--- config.mk ---
export PLATFORM = sky130hd
export DESIGN_NAME = seg14_msg_scheduler_flat
export DESIGN_NICKNAME = d
export VERILOG_FILES = /design/src/rtl/seg14_msg_scheduler_if.sv /design/src/rtl/seg14_msg_scheduler.sv /design/src/flat_wrapper.sv
export SDC_FILE = /design/constraint.sdc
export NUM_CORES = 1
export LEC_CHECK = 0
export BUFFER_PORTS_ARGS = -buffer_cell sky130_fd_sc_hd__buf_2
export CAP_MARGIN = 20
export CORE_UTILIZATION = 55
export DETAILED_ROUTE_END_ITERATION = 12
export GPL_ROUTABILITY_DRIVEN = 0
export PLACE_DENSITY = 0.82
export SYNTH_ARGS = -nofsm -noshare
export SYNTH_HDL_FRONTEND = slang
export SYNTH_SLANG_ARGS = --single-unit
--- constraint.sdc ---
create_clock -name clk -period 2.76 [get_ports clk]
set_input_delay 0.138 -clock clk [delete_from_list [all_inputs] [get_ports clk]]
set_output_delay 0.138 -clock clk [all_outputs]
set_load 0.01 [all_outputs]
--- src/rtl/seg14_msg_scheduler_if.sv ---
// seg14_msg_scheduler_if: valid/ready glyph write port between a message source and the scheduler
interface seg14_msg_scheduler_if #(parameter int MSG_LEN = 16, parameter int SEGW = 14);
  localparam int AW = $clog2(MSG_LEN);
  logic wr_valid;
  logic wr_ready;
  logic wr_commit;
  logic [AW-1:0] wr_addr;
  logic [SEGW-1:0] wr_data;
  modport master(output wr_valid, wr_addr, wr_data, wr_commit, input wr_ready);
  modport slave(input wr_valid, wr_addr, wr_data, wr_commit, output wr_ready);
endinterface

--- src/rtl/seg14_msg_scheduler.sv ---
// seg14_msg_scheduler: multiplexed 14-segment scan with a double-buffered, optionally scrolling message
module seg14_msg_scheduler #(
  parameter int NDIG = 12,
  parameter int SEGW = 14,
  parameter int MSG_LEN = 16,
  parameter int DIV = 1000,
  parameter int SCROLL_FRAMES = 50
) (
  input  logic                    clk,
  input  logic                    rst_n,
  seg14_msg_scheduler_if.slave    wr,
  input  logic                    scroll_en,
  input  logic                    blank,
  output logic [NDIG-1:0]         sel,
  output logic [SEGW-1:0]         segm,
  output logic                    frame_start,
  output logic                    swap_done
);
  localparam int AW = $clog2(MSG_LEN);
  localparam int PW = $clog2(DIV);
  localparam int DW = NDIG > 1 ? $clog2(NDIG) : 1;
  localparam int FW = SCROLL_FRAMES > 1 ? $clog2(SCROLL_FRAMES) : 1;
  localparam logic [AW:0] LEN = (AW+1)'(MSG_LEN);
  logic [PW-1:0] pre;
  logic [DW-1:0] digit;
  logic [AW-1:0] offset;
  logic [FW-1:0] frame_cnt;
  logic pending, tick, boundary, swap, step, wr_fire;
  logic [SEGW-1:0] active [MSG_LEN];
  logic [SEGW-1:0] shadow [MSG_LEN];
  logic [AW:0] sum;
  logic [AW-1:0] idx;
  assign tick = pre == PW'(DIV-1);
  assign boundary = tick && digit == DW'(NDIG-1);
  assign swap = boundary && pending;
  assign step = boundary && scroll_en && frame_cnt == FW'(SCROLL_FRAMES-1);
  assign wr.wr_ready = !pending;
  assign wr_fire = wr.wr_valid && !pending;
  assign frame_start = boundary;
  assign swap_done = swap;
  // offset and digit are both below MSG_LEN, so one conditional subtract wraps the sum
  assign sum = {1'b0, offset} + (AW+1)'(digit);
  assign idx = AW'(sum >= LEN ? sum - LEN : sum);
  always_ff @(posedge clk or negedge rst_n)
    if (!rst_n) begin
      pre <= '0;
      digit <= '0;
      offset <= '0;
      frame_cnt <= '0;
      pending <= 1'b0;
      sel <= '0;
      segm <= '0;
      for (int i = 0; i < MSG_LEN; i++) begin
        active[i] <= '0;
        shadow[i] <= '0;
      end
    end else begin
      pre <= tick ? '0 : pre + 1'b1;
      if (tick) digit <= digit == DW'(NDIG-1) ? '0 : digit + 1'b1;
      sel <= NDIG'(1) << digit;
      segm <= blank ? '0 : active[idx];
      if (wr_fire && {1'b0, wr.wr_addr} < LEN) shadow[wr.wr_addr] <= wr.wr_data;
      pending <= swap ? 1'b0 : pending | (wr_fire && wr.wr_commit);
      // swap takes priority over a coinciding scroll step
      if (swap) begin
        active <= shadow;
        offset <= '0;
        frame_cnt <= '0;
      end else if (!scroll_en) frame_cnt <= '0;
      else if (boundary) begin
        frame_cnt <= step ? '0 : frame_cnt + 1'b1;
        if (step) offset <= offset == AW'(MSG_LEN-1) ? '0 : offset + 1'b1;
      end
    end
endmodule
--- src/flat_wrapper.sv ---
// flat-port wrapper written by rule: the top's interface ports become plain ports
module seg14_msg_scheduler_flat 
#(
  parameter int NDIG = 12,
  parameter int SEGW = 14,
  parameter int MSG_LEN = 16,
  parameter int DIV = 1000,
  parameter int SCROLL_FRAMES = 50
)
  (clk, rst_n, scroll_en, blank, sel, segm, frame_start, swap_done, wr_wr_valid, wr_wr_addr, wr_wr_data, wr_wr_commit, wr_wr_ready);
  seg14_msg_scheduler_if #(.MSG_LEN(MSG_LEN), .SEGW(SEGW)) wr_i ();
  input  logic clk;
  input  logic rst_n;
  input  logic scroll_en;
  input  logic blank;
  output logic [NDIG-1:0] sel;
  output logic [SEGW-1:0] segm;
  output logic frame_start;
  output logic swap_done;
  input wire logic [$bits(wr_i.wr_valid)-1:0] wr_wr_valid;
  input wire logic [$bits(wr_i.wr_addr)-1:0] wr_wr_addr;
  input wire logic [$bits(wr_i.wr_data)-1:0] wr_wr_data;
  input wire logic [$bits(wr_i.wr_commit)-1:0] wr_wr_commit;
  output wire logic [$bits(wr_i.wr_ready)-1:0] wr_wr_ready;
  assign wr_i.wr_valid = wr_wr_valid;
  assign wr_i.wr_addr = wr_wr_addr;
  assign wr_i.wr_data = wr_wr_data;
  assign wr_i.wr_commit = wr_wr_commit;
  assign wr_wr_ready = wr_i.wr_ready;
  seg14_msg_scheduler #(.NDIG(NDIG), .SEGW(SEGW), .MSG_LEN(MSG_LEN), .DIV(DIV), .SCROLL_FRAMES(SCROLL_FRAMES)) u_core (.clk(clk), .rst_n(rst_n), .wr(wr_i), .scroll_en(scroll_en), .blank(blank), .sel(sel), .segm(segm), .frame_start(frame_start), .swap_done(swap_done));
endmodule
==> results of run 1 <==
==> metrics by stage <==
| step | instances | power, uW | cell area (um2) | hold slack [ns] |
|---|---|---|---|---|
| 2_1_floorplan | 1772 | 7555 | 20780 | -0.1576 |
| 6_report | 2383 | 14740 | 23700 | 0.02883 |
| 3_5_place_dp | 2278 | 7787 | 21900 | 0.1719 |
| 5_1_grt | 2376 | 15160 | 23680 | 0.06159 |
| 4_1_cts | 2375 | 14840 | 23680 | 0.006879 |
| 3_3_place_gp | 2278 | 7775 | 21900 | 0.1638 |
==> power by group through the flow <==
stage	clock (uW)	sequential, uW	combinational [uW]
2_1_floorplan	0	7490	61.7
3_3_place_gp	0	7490	282
3_5_place_dp	0	7500	291
4_1_cts	7180	7360	296
5_1_grt	7470	7360	327
6_report	7090	7360	287
==> Yosys cell counts, types with 13 or more instances <==
cell | count | area share
sky130_fd_sc_hd__nand3_1 | 15 | 0.0036
sky130_fd_sc_hd__and2_1 | 13 | 0.0039
sky130_fd_sc_hd__ha_1 | 13 | 0.0078
sky130_fd_sc_hd__clkbuf_1 | 48 | 0.0087
sky130_fd_sc_hd__o22ai_1 | 16 | 0.0048
sky130_fd_sc_hd__buf_2 | 42 | 0.010
sky130_fd_sc_hd__nand2_1 | 693 | 0.13
sky130_fd_sc_hd__mux4_2 | 56 | 0.061
sky130_fd_sc_hd__mux2i_1 | 30 | 0.014
sky130_fd_sc_hd__mux2_2 | 224 | 0.12
sky130_fd_sc_hd__dfrtp_1 | 499 | 0.60
==> final cells by class <==
class / count / area, um2
Timing Repair Buffer: 110 / 938.4
Clock buffer: 76 / 1511
Clock inverter: 18 / 232.7
Inverter: 7 / 26.28
Sequential cell: 499 / 12490
Fill cell: 2640 / 13180
Antenna cell: 8 / 20.02
Tap cell: 504 / 630.6
Multi-Input combinational cell: 1161 / 7849
==> cells by family (layout without fill, tap and decap cells) <==
kind of cell | count (synthesis) | in the layout | synth area share
AND/OR/NAND/NOR | 781 | 781 | 0.1522
flip-flops | 499 | 499 | 0.6009
multiplexers | 310 | 310 | 0.1965
buffers and inverters | 112 | 211 | 0.02360
AO/OA/AOI/OAI | 48 | 48 | 0.01427
adder cells (fa/ha/maj) | 14 | 14 | 0.008791
XOR/XNOR | 8 | 8 | 0.003733
other | 0 | 8 | 0
==> layout by cell type (no fill, tap or decap), types with 7 or more instances in the layout <==
cell type / count
sky130_fd_sc_hd__nor2b_1: 10
sky130_fd_sc_hd__mux4_2: 56
sky130_fd_sc_hd__buf_2: 51
sky130_fd_sc_hd__clkbuf_1: 12
sky130_fd_sc_hd__nand3_1: 15
sky130_fd_sc_hd__inv_1: 7
sky130_fd_sc_hd__o22ai_1: 16
sky130_fd_sc_hd__dfrtp_1: 499
sky130_fd_sc_hd__clkbuf_16: 52
sky130_fd_sc_hd__nor2_1: 12
sky130_fd_sc_hd__and2_1: 13
sky130_fd_sc_hd__a21oi_1: 10
sky130_fd_sc_hd__ha_1: 12
sky130_fd_sc_hd__o21ai_0: 9
sky130_fd_sc_hd__clkinv_2: 10
sky130_fd_sc_hd__buf_12: 18
sky130_fd_sc_hd__clkbuf_8: 12
sky130_fd_sc_hd__buf_4: 37
sky130_fd_sc_hd__diode_2: 8
sky130_fd_sc_hd__nand2_1: 693
sky130_fd_sc_hd__mux2_2: 224
sky130_fd_sc_hd__mux2i_1: 28
==> per-layer routing <==
layer / share of wire / track usage
met1: 0.42 / 0.3515
met2: 0.49 / 0.4190
met3: 0.060 / 0.04312
met4: 0.028 / 0.09144
met5: 0.00057 / 0
==> worst min-delay path, cell delays in order <==
cell	delay, ns
sky130_fd_sc_hd__buf_2	0.09
sky130_fd_sc_hd__nor2b_2	0.19
sky130_fd_sc_hd__nand2_1	0.07
sky130_fd_sc_hd__o21ai_0	0.06
==> worst max-delay path by stage <==
stage	from	cells after the start	slack, ns	to
floorplan	u_core.offset[0]$_DFFE_PN0P_	7	0.20	u_core.segm[0]$_DFF_PN0_
global placement	u_core.digit[0]$_DFFE_PN0N_	7	0.36	u_core.segm[6]$_DFF_PN0_
detailed placement	u_core.offset[0]$_DFFE_PN0P_	7	0.34	u_core.segm[10]$_DFF_PN0_
CTS	u_core.digit[1]$_DFFE_PN0N_	6	0.31	u_core.active[69]$_DFFE_PN0N_
global route	u_core.digit[1]$_DFFE_PN0N_	6	0.15	u_core.active[158]$_DFFE_PN0N_
finish	u_core.digit[1]$_DFFE_PN0N_	6	0.10	u_core.active[162]$_DFFE_PN0N_
==> sequential cells by signal, indices dropped and copies added, names as in the netlist, 4 cells and up <==
signal / flops
u_core.active: 224
u_core.digit: 4
u_core.frame_cnt: 6
u_core.offset: 4
u_core.pre: 10
u_core.segm: 14
u_core.sel: 12
u_core.shadow: 224
==> flow_metrics.py, run 1 <==
metrics = {
    "power_and_ir_drop": {
        "p_per_area_mw_per_mm2": 622.0,
        "switching_share": 0.2084,
        "total_leakage_power_uw": 0.01230,
        "power.switching_uw": 3071,
        "power.share.clock": 0.481,
        "vdd_ir_drop_max_mv": 0.4179,
        "p_comb_frac": 0.020,
        "internal_power_uw": 11670,
        "seq_power_share": 0.500,
    },
    "logic_synthesis": {
        "ys.flop_type": "sky130_fd_sc_hd__dfrtp_1",
        "area_of_the_mapped_netlist_mm2": 0.02078,
        "synth-async-reset-ratio": 1.000,
        "syn_area_per_cell_um2": 11.73,
        "edff_count_synth": 0,
        "post_synthesis_cell_count": 1772,
        "number_of_distinct_standard_cells_referenced_by_the_synthesized_netlist": 51,
        "synth_fp_nets": 1810,
        "synth.yosys.seq_area_share": 0.6009,
        "synth.yosys.warnings": 0,
        "ys_seq_elements": 499,
    },
    "setup_path": {
        "crit_slowest_cell": "sky130_fd_sc_hd__or4_4",
        "worst-setup-path-type": "flop to flop",
        "r2r_start": "u_core.digit[1]$_DFFE_PN0N_",
        "timing.critical_path.cells": "ha_1, nand3b_1, or4_4, buf_12, nand2_1, nand2_1",
        "worstRegToRegCells": 6,
        "cp_common_cell": "sky130_fd_sc_hd__nand2_1",
        "start_kind": "flop",
        "buffering_stage_count_on_the_worst_path_with_inverters_included": 1,
        "critical-path-top-delay-family": "simple AND/OR/NAND/NOR gates",
        "critical_path.endpoint_type": "flop",
        "worst_ep_arrival_time_ns": 3.12,
        "r2r_end": "u_core.active[162]$_DFFE_PN0N_",
        "critPathRequiredTime_ns": 3.23,
        "reg2reg_setup_slack_ns": 0.10,
        "cpPeakStageDelay_ns": 0.57,
        "worst-path-max-fanout": 224,
    },
    "drt": {
        "postRouteAntennaNets": 0,
        "first_iter_violations": 1125,
        "route.final.wire_length_um": 47580,
        "drt-vias-per-instance": 5.734,
        "route.vias.total": 13665,
        "drt_pre_antenna_iters": 5,
        "route.detailed.wl_per_inst_um": 19.97,
        "post-route-drc-count": 0,
    },
    "hold_path": {
        "hold_path.class": "primary input to flop",
        "whs_endpoint": "u_core.pending$_DFF_PN0_",
        "holdCritStartpoint": "wr_wr_valid",
        "timing.hold.worst_path_depth": 4,
    },
    "timing": {
        "maximum_clock_frequency_mhz": 376.5,
        "worst-slew-pin-transition_ns": 1.147,
        "final_hold_viol_count": 0,
        "final_period_minus_worst_setup_slack_ns": 2.656,
        "slew-limit-headroom": 0.2351,
        "unrepaired_setup_endpoints_after_global_routing": "false",
        "timing.setup.tns_ns": 0,
        "final_critical_path_setup_slack_ns": 0.1043,
        "fin_worst_skew_ns": 0.03097,
        "finalMaxSlewViolations": 0,
        "report.final.setup_viol": 0,
        "min_period_over_period": 0.9622,
    },
    "global_routing": {
        "grt_remaining_overflow": 0,
        "grt_pass1_wl_um": 76560,
        "grt_pass1_vias": 14045,
        "maximum_number_of_pins_on_one_net_before_global_route_repair": 225,
        "antenna_violations_before_repair": 5,
        "grt_use_total": 0.2570,
    },
    "final_layout": {
        "finish.net_count": 1868,
        "post_route_cells_drive_above_1_share": 0.2603,
        "finish.utilization": 0.6426,
        "flow.area_growth_from_synthesis_pct": 14.03,
    },
    "placement": {
        "preCtsSetupSlack_ns": 0.3442,
        "hpwl_detailed_um": 28360,
        "place.port_buffers": 52,
    },
    "die": {
        "die_y_um": 196.4,
        "core-area_mm2": 0.03687,
        "die-area_mm2": 0.03856,
        "initial_core_util": 0.5636,
        "pin_count": 53,
        "fp.dieW_um": 196.4,
        "placement_rows": 70,
    },
    "clock_network": {
        "cts_buffers": 51,
        "clk-insertion-delay-late_ns": 0.59,
        "clock-sinks": 499,
        "post_cts_resized": 0,
        "worst_setup_hold_path_clk_slew_ns": 0.06,
        "clock_tree.root_cell": "sky130_fd_sc_hd__clkbuf_16",
        "clk_path_buf_depth": 3,
        "cts_hold_repair.buffers": 3,
        "cts_max_level": 2,
        "cts_tree": "yes",
        "setup_fix_bufs_post_cts": 0,
    },
    "flow_run": {
        "drv.max_cap_violation_count": 0,
    },
    "run_status": {
        "run_status": "completed",
    },
}
No activity file was read; power rests on OpenSTA's default activity.
==> run 2: changes to the inputs <==
--- a/config.mk
+++ b/config.mk
@@ -5,8 +5,10 @@
 export SDC_FILE = /design/constraint.sdc
 export NUM_CORES = 1
 export LEC_CHECK = 0
+export ABC_CLOCK_PERIOD_IN_PS = 2760
 export BUFFER_PORTS_ARGS = -buffer_cell sky130_fd_sc_hd__buf_2
 export CAP_MARGIN = 20
+export CORE_ASPECT_RATIO = 0.7
 export CORE_UTILIZATION = 55
 export DETAILED_ROUTE_END_ITERATION = 12
 export GPL_ROUTABILITY_DRIVEN = 0
==> flow_metrics.py, run 2 (synthesized netlist as in run 1, its figures left out) <==
metrics = {
    "timing": {
        "report.final.setup_viol": 0,
        "worst-slew-pin-transition_ns": 1.069,
        "final_hold_viol_count": 0,
        "fin_worst_skew_ns": 0.01273,
        "timing.setup.tns_ns": 0,
        "min_period_over_period": 0.9515,
        "final_period_minus_worst_setup_slack_ns": 2.626,
        "maximum_clock_frequency_mhz": 380.8,
        "final_critical_path_setup_slack_ns": 0.1337,
        "slew-limit-headroom": 0.2875,
        "finalMaxSlewViolations": 0,
        "unrepaired_setup_endpoints_after_global_routing": "false",
    },
    "setup_path": {
        "r2r_end": "u_core.segm[13]$_DFF_PN0_",
        "cpPeakStageDelay_ns": 0.79,
        "worstSetupPathDepth": 6,
        "timing.critical_path.cells": "ha_4, fa_2, buf_12, mux4_2, mux2i_1, o22ai_1",
        "worst-path-max-fanout": 20,
        "buffering_stage_count_on_the_worst_path_with_inverters_included": 1,
        "crit_slowest_cell": "sky130_fd_sc_hd__fa_2",
        "critical_path.endpoint_type": "flop",
        "r2r_start": "u_core.offset[0]$_DFFE_PN0P_",
        "timing.critical_path.from": "u_core.offset[0]$_DFFE_PN0P_",
        "worst-setup-path-type": "flop to flop",
        "critPathRequiredTime_ns": 3.19,
        "critical-path-top-delay-family": "adder cells",
        "reg2reg_setup_slack_ns": 0.13,
        "worst_ep_arrival_time_ns": 3.06,
        "start_kind": "flop",
        "worstRegToRegCells": 6,
    },
    "final_layout": {
        "finalNonFillerCells": 2341,
        "most_used_cells_in_the_layout_excluding_fill_and_tap_cells": "693 x sky130_fd_sc_hd__nand2_1, 499 x sky130_fd_sc_hd__dfrtp_1, 224 x sky130_fd_sc_hd__mux2_2",
        "top_regs": "u_core.active (224), u_core.shadow (224), u_core.segm (14)",
        "post_route_cells_drive_above_1_share": 0.2581,
        "flow.area_growth_from_synthesis_pct": 12.62,
        "finish.net_count": 1858,
        "fillCellCount": 2759,
        "final_common_cell": "sky130_fd_sc_hd__nand2_1",
    },
    "hold_path": {
        "timing.hold.worst_path_depth": 4,
        "whs_endpoint": "u_core.pending$_DFF_PN0_",
        "hold_path.class": "primary input to flop",
        "holdCritStartpoint": "wr_wr_valid",
    },
    "die": {
        "placement_rows": 59,
        "die-area_mm2": 0.03857,
        "fp.dieW_um": 234.3,
        "core-area_mm2": 0.03721,
        "pin_count": 53,
        "die_y_um": 164.6,
        "initial_core_util": 0.5585,
    },
    "placement": {
        "hpwl_detailed_um": 29060,
        "preCtsSetupSlack_ns": 0.2924,
        "place.port_buffers": 52,
        "post-place-cells": 2258,
    },
    "global_routing": {
        "antenna_violations_before_repair": 2,
        "grt_pass1_vias": 14010,
        "grt_use_total": 0.2677,
        "maximum_number_of_pins_on_one_net_before_global_route_repair": 225,
        "grt_remaining_overflow": 0,
        "grt_pass1_wl_um": 78170,
    },
    "clock_network": {
        "cts_tree": "yes",
        "clock-sinks": 499,
        "clock_tree.root_cell": "sky130_fd_sc_hd__clkbuf_16",
        "setup_fix_bufs_post_cts": 0,
        "clk-insertion-delay-late_ns": 0.57,
        "cts_buffers": 45,
        "worst_setup_hold_path_clk_slew_ns": 0.07,
        "cts_max_level": 2,
        "post_cts_resized": 0,
        "clk_path_buf_depth": 3,
    },
    "power_and_ir_drop": {
        "seq_power_share": 0.522,
        "power.share.clock": 0.457,
        "internal_power_uw": 11110,
        "power.switching_uw": 2984,
        "switching_share": 0.2117,
        "p_comb_frac": 0.021,
        "total_leakage_power_uw": 0.01217,
        "p_per_area_mw_per_mm2": 602.4,
        "vdd_ir_drop_max_mv": 0.4830,
    },
    "drt": {
        "route.final.wire_length_um": 49070,
        "postRouteAntennaNets": 0,
        "route.vias.total": 13545,
        "first_iter_violations": 1327,
        "post-route-drc-count": 0,
        "drt_pre_antenna_iters": 5,
        "drt-vias-per-instance": 5.786,
        "route.detailed.wl_per_inst_um": 20.96,
    },
    "run_status": {
        "run_status": "completed",
    },
    "flow_run": {
        "drv.max_cap_violation_count": 0,
    },
}
## run 2: cell types whose count changed in the layout (fill, tap and decap cells not counted), sizes merged
cell and delta:
buf -4, bufinv -1, clkbuf -15, diode -7, inv +1
## run 2: power groups by stage
stage | Clock, uW | Sequential, uW | Combinational [uW]
2_1_floorplan | 0 | 7490 | 61.7
3_3_place_gp | 0 | 7490 | 289
3_5_place_dp | 0 | 7500 | 300
4_1_cts | 6540 | 7360 | 305
5_1_grt | 6810 | 7360 | 338
6_report | 6440 | 7360 | 297
## run 2: area by class of cell
class	count	area (um2)	share of cell area
Sequential cell	499	12490	0.5336
Multi-Input combinational cell	1161	7859	0.3358
Clock buffer	61	1309	0.05592
Timing Repair Buffer	106	908.4	0.03882
Tap cell	488	610.6	0.02609
Clock inverter	18	200.2	0.008554
Inverter	7	26.28	0.001123
Antenna cell	1	2.502	0.0001069
## run 2: how the worst max path moves through the flow
stage / slack [ns] / end
2_1_floorplan: 0.20 / u_core.segm[0]$_DFF_PN0_
3_3_place_gp: 0.30 / u_core.segm[13]$_DFF_PN0_
3_5_place_dp: 0.29 / u_core.segm[13]$_DFF_PN0_
4_1_cts: 0.20 / u_core.segm[13]$_DFF_PN0_
5_1_grt: 0.11 / u_core.segm[13]$_DFF_PN0_
6_report: 0.13 / u_core.segm[13]$_DFF_PN0_
## run 2: metal layers
metal / wire, um / share of wire / global-route usage
met2: 23140 / 0.47 / 0.4293
met1: 21200 / 0.43 / 0.3763
met3: 3231 / 0.066 / 0.04213
met4: 1504 / 0.031 / 0.09062
met5: 0 / 0 / 0
## run 2: tightest hold or removal path: stages
cell,delay [ns]
sky130_fd_sc_hd__buf_2,0.09
sky130_fd_sc_hd__nor2b_2,0.19
sky130_fd_sc_hd__nand2_1,0.07
sky130_fd_sc_hd__o21ai_0,0.08
## run 2: stage by stage
stage          cell area [um2]  utilization  hold slack [ns]  total power [uW]
2_1_floorplan            20780            -          -0.1576              7555
3_3_place_gp             21860       0.5876           0.1256              7783
3_5_place_dp             21860       0.5876           0.1290              7796
4_1_cts                  23400       0.6289          0.03086             14200
5_1_grt                  23400       0.6290          0.05650             14510
6_report                 23400       0.6290          0.05193             14100
## run 2: repair_timing
| item | CTS | global route |
|---|---|---|
| hold buffers | 3 | 0 |
| endpoints found under the hold margin | 197 | 0 |
| setup endpoints to repair | 0 | 0 |
==> run 3: changes to the inputs <==
--- a/config.mk
+++ b/config.mk
@@ -6,7 +6,7 @@
 export NUM_CORES = 1
 export LEC_CHECK = 0
 export ABC_CLOCK_PERIOD_IN_PS = 2760
-export BUFFER_PORTS_ARGS = -buffer_cell sky130_fd_sc_hd__buf_2
+export BUFFER_PORTS_ARGS = -buffer_cell sky130_fd_sc_hd__buf_4
 export CAP_MARGIN = 20
 export CORE_ASPECT_RATIO = 0.7
 export CORE_UTILIZATION = 55
==> flow_metrics.py, run 3 (synthesized netlist as in run 1, its figures left out) <==
metrics = {
    "die": {
        "initial_core_util": 0.5585,
        "fp.dieW_um": 234.3,
        "pin_count": 53,
        "placement_rows": 59,
        "die-area_mm2": 0.03857,
        "core-area_mm2": 0.03721,
        "die_y_um": 164.6,
    },
    "power_and_ir_drop": {
        "power.switching_uw": 2989,
        "seq_power_share": 0.525,
        "p_comb_frac": 0.023,
        "report.power.total_uw": 14020,
        "switching_share": 0.2132,
        "p_per_area_mw_per_mm2": 593.4,
        "total_leakage_power_uw": 0.01221,
        "vdd_ir_drop_max_mv": 0.4444,
        "internal_power_uw": 11030,
        "power.share.clock": 0.452,
    },
    "clock_network": {
        "cts_buffers": 45,
        "setup_fix_bufs_post_cts": 0,
        "clock_tree.root_cell": "sky130_fd_sc_hd__clkbuf_16",
        "clk-insertion-delay-late_ns": 0.56,
        "cts_tree": "yes",
        "cts_max_level": 2,
        "worst_setup_hold_path_clk_slew_ns": 0.07,
        "clock-sinks": 499,
        "post_cts_resized": 0,
        "clk_path_buf_depth": 3,
    },
    "placement": {
        "preCtsSetupSlack_ns": 0.2006,
        "place_area_mm2": 0.02197,
        "place.port_buffers": 52,
        "hpwl_detailed_um": 29030,
    },
    "final_layout": {
        "top_regs": "u_core.active (224), u_core.shadow (224), u_core.segm (14)",
        "finish.utilization": 0.6349,
        "post_route_cells_drive_above_1_share": 0.2527,
        "flow.area_growth_from_synthesis_pct": 13.67,
        "finish.net_count": 1871,
        "most_used_cells_in_the_layout_excluding_fill_and_tap_cells": "693 x sky130_fd_sc_hd__nand2_1, 499 x sky130_fd_sc_hd__dfrtp_1, 224 x sky130_fd_sc_hd__mux2_2",
        "final_common_cell": "sky130_fd_sc_hd__nand2_1",
        "post-route-cell-area_mm2": 0.02362,
    },
    "setup_path": {
        "worstRegToRegCells": 6,
        "r2r_end": "u_core.segm[9]$_DFF_PN0_",
        "worst-path-max-fanout": 24,
        "r2r_start": "u_core.digit[0]$_DFFE_PN0N_",
        "worst_ep_arrival_time_ns": 3.00,
        "start_kind": "flop",
        "critPathRequiredTime_ns": 3.16,
        "reg2reg_setup_slack_ns": 0.16,
        "critical_path.endpoint_type": "flop",
        "worst-setup-path-type": "flop to flop",
    },
    "timing": {
        "fin_worst_skew_ns": 0.02157,
        "unrepaired_setup_endpoints_after_global_routing": "false",
        "maximum_clock_frequency_mhz": 384.6,
        "finalMaxSlewViolations": 0,
        "timing.setup.tns_ns": 0,
        "report.final.setup_viol": 0,
        "final_hold_viol_count": 0,
        "min_period_over_period": 0.9420,
        "slew-limit-headroom": 0.6230,
        "worst-slew-pin-transition_ns": 0.5656,
        "final_period_minus_worst_setup_slack_ns": 2.600,
        "final_critical_path_setup_slack_ns": 0.1600,
    },
    "global_routing": {
        "grt_remaining_overflow": 0,
        "grt_pass1_wl_um": 78560,
        "grt_use_total": 0.2692,
        "maximum_number_of_pins_on_one_net_before_global_route_repair": 108,
        "antenna_violations_before_repair": 2,
        "grt_pass1_vias": 13964,
    },
    "hold_path": {
        "holdCritStartpoint": "wr_wr_valid",
        "whs_endpoint": "u_core.pending$_DFF_PN0_",
        "hold_path.class": "primary input to flop",
        "timing.hold.worst_path_depth": 4,
    },
    "drt": {
        "route.detailed.wl_per_inst_um": 21.11,
        "drt_pre_antenna_iters": 5,
        "first_iter_violations": 1358,
        "post-route-drc-count": 0,
        "route.vias.total": 13769,
        "route.final.wire_length_um": 49810,
        "drt-vias-per-instance": 5.837,
        "postRouteAntennaNets": 0,
    },
    "flow_run": {
        "drv.max_cap_violation_count": 0,
    },
    "run_status": {
        "run_status": "completed",
    },
}
## run 3: cell types whose count changed in the layout (fill, tap and decap cells not counted), sizes merged
cell	previous run	this run
dlygate4sd3	3	17
clkinv	11	7
diode	1	3
buf	103	102
clkinvlp	1	3
clkbuf	61	66
## run 3: critical path, stage by stage (launching register included)
cell	delay [ns]
sky130_fd_sc_hd__dfrtp_1	0.45
sky130_fd_sc_hd__ha_4	0.20
sky130_fd_sc_hd__fa_2	0.88
sky130_fd_sc_hd__buf_12	0.26
sky130_fd_sc_hd__mux4_2	0.32
sky130_fd_sc_hd__mux2i_1	0.19
sky130_fd_sc_hd__o22ai_1	0.13
## run 3: cell type report
class                           count  area [um2]
Sequential cell                   499       12490
Timing Repair Buffer              119        1156
Multi-Input combinational cell   1161        7859
Tap cell                          488       610.6
Clock inverter                     16       198.9
Antenna cell                        3       7.507
Fill cell                        2679       13590
Clock buffer                       66        1275
Inverter                            7       26.28
## run 3: worst max-delay path by stage
stage,start,to,slack (ns),cells past startpoint
after floorplan,u_core.offset[0]$_DFFE_PN0P_,u_core.segm[0]$_DFF_PN0_,0.20,7
after detailed placement,u_core.digit[0]$_DFFE_PN0N_,u_core.segm[9]$_DFF_PN0_,0.20,6
final,u_core.digit[0]$_DFFE_PN0N_,u_core.segm[9]$_DFF_PN0_,0.16,6
after CTS,u_core.digit[0]$_DFFE_PN0N_,u_core.segm[9]$_DFF_PN0_,0.18,6
after global routing,u_core.digit[0]$_DFFE_PN0N_,u_core.segm[9]$_DFF_PN0_,0.09,6
after global placement,u_core.digit[0]$_DFFE_PN0N_,u_core.segm[9]$_DFF_PN0_,0.28,6
## run 3: metrics by stage
stage / std cells / hold WS [ns]
2_1_floorplan: 1772 / -0.1576
3_3_place_gp: 2257 / 0.1218
3_5_place_dp: 2257 / 0.1304
4_1_cts: 2356 / 0.02504
5_1_grt: 2357 / 0.03645
6_report: 2359 / 0.03833
## run 3: power by group through the flow
stage	Clock (uW)	Sequential (uW)	Combinational [uW]
floorplan	0	7490	61.7
finish	6340	7360	319
detailed placement	0	7500	301
global placement	0	7490	290
global route	6690	7360	359
CTS	6410	7360	328
## run 3: what timing repair did
action,in CTS,in global routing
hold endpoints to repair,274,0
hold buffers,17,0
endpoints found under the setup margin,0,0
## run 3: metal layers
metal,share of wire,track usage
met2,0.46,0.4177
met3,0.081,0.05439
met4,0.023,0.07185
met5,0,0
met1,0.44,0.3908
